### config.mk
export PLATFORM = sky130hd
export DESIGN_NAME = data_stack
export DESIGN_NICKNAME = d
export VERILOG_FILES = /design/src/rtl/cpu_pkg.sv /design/src/rtl/stack_ram.sv /design/src/rtl/data_stack.sv
export SDC_FILE = /design/constraint.sdc
export NUM_CORES = 1
export LEC_CHECK = 0
export CORE_MARGIN = 3
export CORE_UTILIZATION = 35
export DETAILED_ROUTE_END_ITERATION = 10
export GPL_ROUTABILITY_DRIVEN = 0
export GPL_TIMING_DRIVEN = 0
export PLACE_DENSITY_LB_ADDON = 0.2
export SLEW_MARGIN = 20
export SYNTH_ARGS = -nofsm -noshare
export SYNTH_HDL_FRONTEND = slang
export SYNTH_SLANG_ARGS = --single-unit
### constraint.sdc
create_clock -name clk -period 3.6 [get_ports clk]
set_input_delay 0.72 -clock clk [delete_from_list [all_inputs] [get_ports clk]]
set_output_delay 0.72 -clock clk [all_outputs]
set_load 0.05 [all_outputs]
### src/rtl/cpu_pkg.sv
// cpu_pkg: shared datapath width and stack opcode constants
package cpu_pkg;
  localparam int CPU_DATA_W = 32;
  localparam logic [3:0] PUSH = 4'b1000;
  localparam logic [3:0] POP  = 4'b1001;
  localparam logic [3:0] SADD = 4'b1010;
  localparam logic [3:0] SMLT = 4'b1011;
endpackage

### src/rtl/stack_ram.sv
// stack_ram: single write port, asynchronous read port storage for the data stack
module stack_ram #(
  parameter int DATA_W = 32,
  parameter int DEPTH  = 16
) (
  input  logic                     clk,
  input  logic                     i_we,
  input  logic [$clog2(DEPTH)-1:0] i_waddr,
  input  logic [DATA_W-1:0]        i_wdata,
  input  logic [$clog2(DEPTH)-1:0] i_raddr,
  output logic [DATA_W-1:0]        o_rdata
);
  logic [DATA_W-1:0] r_mem [DEPTH];
  always_ff @(posedge clk)
    if (i_we) r_mem[i_waddr] <= i_wdata;
  assign o_rdata = r_mem[i_raddr];
endmodule

### src/rtl/data_stack.sv
// data_stack: LIFO operand stack with combinational top-of-stack read
// Sticky ovf/unf flags are built only when DATA_STACK_ERR_EN is defined.
module data_stack
  import cpu_pkg::*;
#(
  parameter int DATA_W = CPU_DATA_W,
  parameter int DEPTH  = 16
) (
  input  logic                   clk,
  input  logic                   rst_n,
  input  logic                   push,
  input  logic                   pop,
  input  logic                   flush,
  input  logic [DATA_W-1:0]      push_data,
  output logic [DATA_W-1:0]      top_data,
  output logic [$clog2(DEPTH):0] sp,
  output logic                   empty,
  output logic                   full,
  output logic                   ovf,
  output logic                   unf
);
  localparam int AW  = $clog2(DEPTH);
  localparam int SPW = AW + 1;
  logic [AW:0]       r_sp;
  logic              w_empty, w_full, w_swap, w_inc, w_dec, w_we;
  logic [AW-1:0]     w_top_idx, w_waddr;
  logic [DATA_W-1:0] w_rdata;
  assign w_empty   = r_sp == '0;
  assign w_full    = r_sp == SPW'(DEPTH);
  assign w_swap    = push & pop & ~w_empty;
  // an empty push+pop degenerates to a plain push
  assign w_inc     = push & (~pop | w_empty) & ~w_full;
  assign w_dec     = pop & ~push & ~w_empty;
  assign w_we      = rst_n & ~flush & (w_swap | w_inc);
  assign w_top_idx = AW'(r_sp - SPW'(1));
  assign w_waddr   = w_swap ? w_top_idx : r_sp[AW-1:0];
  stack_ram #(.DATA_W(DATA_W), .DEPTH(DEPTH)) u_ram (
    .clk    (clk),
    .i_we   (w_we),
    .i_waddr(w_waddr),
    .i_wdata(push_data),
    .i_raddr(w_top_idx),
    .o_rdata(w_rdata)
  );
  always_ff @(posedge clk)
    if (!rst_n)     r_sp <= '0;
    else if (flush) r_sp <= '0;
    else if (w_inc) r_sp <= r_sp + SPW'(1);
    else if (w_dec) r_sp <= r_sp - SPW'(1);
  assign top_data = w_empty ? '0 : w_rdata;
  assign sp       = r_sp;
  assign empty    = w_empty;
  assign full     = w_full;
`ifdef DATA_STACK_ERR_EN
  logic r_ovf, r_unf;
  always_ff @(posedge clk)
    if (!rst_n) begin
      r_ovf <= 1'b0;
      r_unf <= 1'b0;
    end else if (!flush) begin
      r_ovf <= r_ovf | (push & ~pop & w_full);
      r_unf <= r_unf | (pop & w_empty);
    end
  assign ovf = r_ovf;
  assign unf = r_unf;
`else
  assign ovf = 1'b0;
  assign unf = 1'b0;
`endif
endmodule

# Word level (Yosys, flattened, before mapping)
# Memories as Yosys holds them, arrays and structs flattened.
# Index checks and enable logic that the tools add are counted.
[totals]
memories = 1
ram_bits = 512
register_bits = 5
output_inout_bits = 41
input_bits = 37
wordCells = 30
[classes]
n_reduce_logical = 3
n_mux = 6
add_sub_neg = 2
bitwise_logic = 16
n_eq_ne = 1
[mem_list]
columns = ["name", "depth", "word_bits", "rd", "rd_clocked_by_memory_dff", "write_ports", "line_no", "source"]
rows = [
  ["u_ram.r_mem", 16, 32, 1, 0, 1, "stack_ram.sv:13", "logic [DATA_W-1:0] r_mem [DEPTH];"],
]
[op_table]
columns = ["operator", "count"]
rows = [
  ["32-bit two-way mux", 1],
  ["5-bit two-way mux", 2],
  ["1-bit bitwise AND", 8],
  ["1-bit NOT", 6],
  ["5-bit by 1-bit adder with 5-bit output (second input constant)", 1],
  ["5-bit equality test (second input constant)", 1],
  ["5-bit zero test", 1],
  ["5-bit by 1-bit subtractor with 5-bit output (second input constant)", 1],
  ["4-bit two-way mux", 1],
  ["1-bit two-way mux", 2],
  ["1-bit bitwise OR", 2],
  ["2-bit nonzero test", 1],
  ["2-bit OR reduction", 1],
]

# Depth between registers and ports, before layout
[depth]
word_depth = 8
ltp_mapped = 11
ltp_nobuf = 7

# Cells and area by module
# From an unflattened synthesis, not the netlist that was laid out.
[hier_totals]
cells_unflattened = 912
hier_area_um2 = 19981.7
[by_module_without_submodules]
columns = ["module", "area_per_inst_um2", "cells_each", "seq_area_each_um2", "instances"]
rows = [
  ["stack_ram", 19213.4, 806, 15374.7, 1],
  ["data_stack", 768.2, 106, 100.1, 1],
]

# Worst setup path after synthesis
# Ideal clock, no wire load.
[synth_timing]
path_kind = "reg-to-reg"
start = "reg r_sp[0] (netlist: sp[0])"
end = "mem u_ram.r_mem[2][0], enable pin"
n_path_buf = 5
setup_slack_ns = -0.667
setup_ns = 0.421
synth_period_minus_slack_ns = 4.267
stages_incl_launch_ff = 11
arrival_ns = 3.846
t_required_ns = 3.179
cell_sequence = "dfxtp_1 -> buf_6 -> buf_4 -> inv_1 -> ha_1 -> buf_2 -> buf_4 -> buf_2 -> nor4_1 -> a31oi_2 -> nor2_1"
[synth_between]
elab_chain_len = 8
elab_cells_between_ends = 14
cone_classes = "add/sub (1); eq/ne (1); mux (3); bitwise (8); reduce/logical (1)"
[synth_lines]
columns = ["item", "line_no", "source"]
rows = [
  ["start: declaration", "data_stack.sv:24", "logic [AW:0] r_sp;"],
  ["start signal: assignment", "data_stack.sv:48", "else if (w_inc) r_sp <= r_sp + SPW'(1);"],
  ["start signal: assignment", "data_stack.sv:49", "else if (w_dec) r_sp <= r_sp - SPW'(1);"],
  ["5-bit zero test", "data_stack.sv:28", "assign w_empty = r_sp == '0;"],
  ["1-bit bitwise OR", "data_stack.sv:32", "assign w_inc = push & (~pop | w_empty) & ~w_full;"],
  ["1-bit bitwise AND (2 in a row)", "data_stack.sv:32", ""],
  ["1-bit bitwise OR", "data_stack.sv:34", "assign w_we = rst_n & ~flush & (w_swap | w_inc);"],
  ["1-bit bitwise AND", "data_stack.sv:34", ""],
  ["1-bit two-way mux", "stack_ram.sv:15", "if (i_we) r_mem[i_waddr] <= i_wdata;"],
  ["1-bit two-way mux (not written as such)", "stack_ram.sv:15", ""],
  ["end: declaration", "stack_ram.sv:13", ""],
]
# Several ways; a longest one is shown, not always the timed one.

# Worst setup path after layout
[layout_timing]
start = "reg r_sp[0] (netlist: sp[0])"
end = "out top_data[30]"
[layout_between]
elab_chain_len = 3
elab_cells_between_ends = 4
cone_classes = "add/sub (1); mux (1); reduce/logical (1); memory (1)"
[layout_lines]
columns = ["item", "line_no", "source"]
rows = [
  ["5-bit by 1-bit subtractor with 5-bit output", "-", ""],
  ["memory read 16 x 32 bit", "-", ""],
  ["32-bit two-way mux *", "data_stack.sv:50", "assign top_data = w_empty ? '0 : w_rdata;"],
  ["end: declaration", "data_stack.sv:15", "output logic [DATA_W-1:0] top_data,"],
]
# Every way passes the cells marked *; elsewhere a longest branch is shown, timed or not.

==> impl_metrics.ini <==
[outcome]
outcome = complete, no violations

[route]
ant_nets = 0
drc = 0
firstDrtPassIters = 5
routed_wl_um = 52400
dr_total_vias = 10543
drt_iter0_markers = 996
via_per_inst = 5.41
wire_per_inst_um = 26.9

[sta]
finalHoldViolations = 0
fmax_mhz = 281
drv_slew = 0
fin_ws_ns = 0.0426
finalCriticalPeriod_ns = 3.56
slew_headroom_pct = 36.9
rsz0062_at_grt = true
setup_viol = 0
tightestPinTransition_ns = 0.942
final_min_period_over_clock_period_pct = 98.8
finalClockSkew_ns = 0.0187

[worst_setup_path]
cp-endpoint = top_data[30]
r2r_start = sp[1]$_SDFFE_PP0P_
crit_start = sp[0]$_SDFFE_PP0P_
path_max_fanout = 5
reg2regPathDepth = 10
rr_endpoint = u_ram.r_mem[13][27]$_DFFE_PP_
arrival_ns = 2.84
max_stage_delay_ns = 0.41
rrSetupSlack_ns = 0.20
cp.required_ns = 2.88
cp-start-kind = flop
worstPathCellList = buf_4 > or3_4 > a32o_2 > buf_12 > buf_4 > buf_4 > a22oi_2 > a31oi_4 > buf_6
cp_slowest_cell = or3_4
cp_common_cell = buf_4
endpoint_kind = output pin
critPathKind = flop to output pin

[floorplan]
start_util_pct = 35.6
fp-row-count = 87
ios = 78
chipWidth_um = 247
core_area_mm2 = 0.0568
dieHeight_um = 247
die_area_mm2 = 0.0608

[flow_run]
maxCapViolations = 0

[layout]
fin_util_pct = 44.9
nets = 1193
syn_to_final_growth_pct = 25.9
fin_cells = 1950
drive_above_1_share_pct = 37.3

[yosys]
synth_cell_types = 55
yosys_most_used_dff = edfxtp_1
yosys_warnings = 0
synth_top_family_by_area = multiplexers
ys_seq_elements = 517
synth_top_area_cell = edfxtp_1
synth-simple-area-share_pct = 2.72
synth_area_mm2 = 0.0202
synthCells = 972
synthMuxAreaShare_pct = 14.4
synth-edff-count = 512
synthAdderAreaFrac_pct = 0.124
synth_top_area_share_pct = 75.9
synth.avg_cell_area_um2 = 20.8
synthArstFlopShare_pct = 0
ys_seq_area_share_pct = 76.4
synth_area_leaders = edfxtp_1 (76%), mux4_2 (14%), o21ai_0 (1.6%)
synthXorXnorAreaFrac_pct = 0.0433
synth_compound_area_share_pct = 4.49

[placement]
portBuffers = 75
dpl.hpwl_um = 32600
dp_worst_setup_slack_ns = -1.27
dp_cells = 1829

[clock_network]
cts_made_buffers = 53
clk_path_buf_depth = 3
cts_htree_levels = 2
cts.clk_slew.worst_paths_ns = 0.06
clock_sinks = 517
cts_tree = done
root_buffer = clkbuf_16
clock_latency_ns = 0.59

[global_routing]
grt_pass1_vias = 10775
grt_start_max_net_pins = 19
grt.total_usage_pct = 17.2
antenna_found_initial = 1
overflow = 0
grt_pass1_wl_um = 75200

[power_and_ir_drop]
power_w = 0.0130
leakagePower_nw = 7.67
ir_worst_vdd_mv = 0.279
p_per_area_mw_per_mm2 = 510

[worst_hold_path]
hold_path.class = flop to flop
## logic make-up after synthesis
group / count (synthesis)
other: 1
muxes: 131
DFF: 517
xor gates and xnor gates: 1
and+or+nand+nor: 119
buffers and inverters: 67
AOI/OAI and AO/OA: 134
adders and majority gates: 2
## synth_stat cells, types with 3 or more instances
cell type,number
buf_2,21
nand2_1,67
a41oi_1,31
nor4_1,4
clkbuf_2,6
clkbuf_1,19
nor3b_1,3
buf_4,10
edfxtp_1,512
buf_6,4
mux4_2,128
o211ai_1,4
dfxtp_1,5
nor2_1,23
o21ai_0,66
inv_1,5
a21oi_1,6
nor2b_1,3
a211oi_1,3
o21ai_1,5
## sequential cells by signal, indices dropped and copies added, names as in the netlist
name and cells:
sp 5, u_ram.r_mem 512
## where the power goes
group          switching (W)  total (W)  leakage [nW]  internal, W
clock network        0.00221    0.00502         0.763      0.00281
registers         0.00000782    0.00665          4.65      0.00664
logic               0.000767    0.00134          2.26     0.000572
## metrics by stage
step / TNS (ns) / hold slack [ns] / area [um^2]
after floorplan: 0 / 0.819 / 20600
after global placement: -290.38 / 0.678 / 22300
after detailed placement: -75.77 / 0.673 / 22900
after CTS: -0.0727 / 0.681 / 25200
after global routing: -0.124 / 0.728 / 25500
final: 0 / 0.681 / 25500
## worst min path at each step
| stage | startpoint | endpoint | depth (start not counted) |
|---|---|---|---|
| final | sp[4]$_SDFFE_PP0P_ | sp[4]$_SDFFE_PP0P_ | 2 |
| after global routing | sp[1]$_SDFFE_PP0P_ | sp[1]$_SDFFE_PP0P_ | 3 |
| after CTS | sp[4]$_SDFFE_PP0P_ | sp[4]$_SDFFE_PP0P_ | 2 |
| after detailed placement | sp[4]$_SDFFE_PP0P_ | sp[4]$_SDFFE_PP0P_ | 2 |
| after global placement | sp[4]$_SDFFE_PP0P_ | sp[4]$_SDFFE_PP0P_ | 2 |
| after floorplan | push_data[0] | u_ram.r_mem[0][0]$_DFFE_PP_ | 0 |
## cells in the final DEF, fill, tap and decap left out, types with 3 or more instances in the layout
cell type          n
o21ai_0           30
buf_8              8
edfxtp_1         512
a41oi_4            3
a211oi_1           3
nor2_1             5
clkbuf_8          12
o21ai_2           31
nor2b_1            3
a31oi_4            3
nor2_4            18
buf_4             29
o211ai_1           4
o21ai_1           10
a21oi_1            5
buf_6             32
nor4_1             4
clkdlybuf4s50_1   42
clkbuf_16         59
buf_16            15
a41oi_2           28
buf_12            27
clkbuf_4          11
clkbuf_1          16
mux4_2           128
clkinv_1          13
inv_1              4
nand2_1           65
clkinv_2           9
## metal layers
layer	GRT usage [%]	routed length [um]	up-vias
met5	0	0	-
met4	3.87	972	0
met3	4.12	3280	70
met2	26.4	24400	322
met1	25.1	23800	5688
li1	-	-	4463
## cell type report
cell class              instances  area (um^2)
diodes                          1         2.50
plain buffers                  60          723
clock buffers                  68         1400
clock inverters                26          156
fillers                      4838        31300
inverters                       6         31.3
multi-input cells             389         5000
flip-flops and latches        517        15500
well taps                     756          946
repair buffers                127         1750
## worst max-delay path, delay by kind of cell (launching register included)
family | cells | cell delay [ns]
AO/OA/AOI/OAI | 3 | 0.71
AND/OR/NAND/NOR | 1 | 0.41
flip-flops | 1 | 0.37
buffers and inverters | 5 | 0.75
## repair_timing
item                                   in CTS  in global routing
setup endpoints to repair                 390                 72
gates cloned                                5                  3
pin swaps                                  18                 19
endpoints found under the hold margin       0                  0
hold buffers                                0                  0
gates resized for setup                   399                 41
setup buffers                              12                  8
Power figures use the tool's default switching activity.
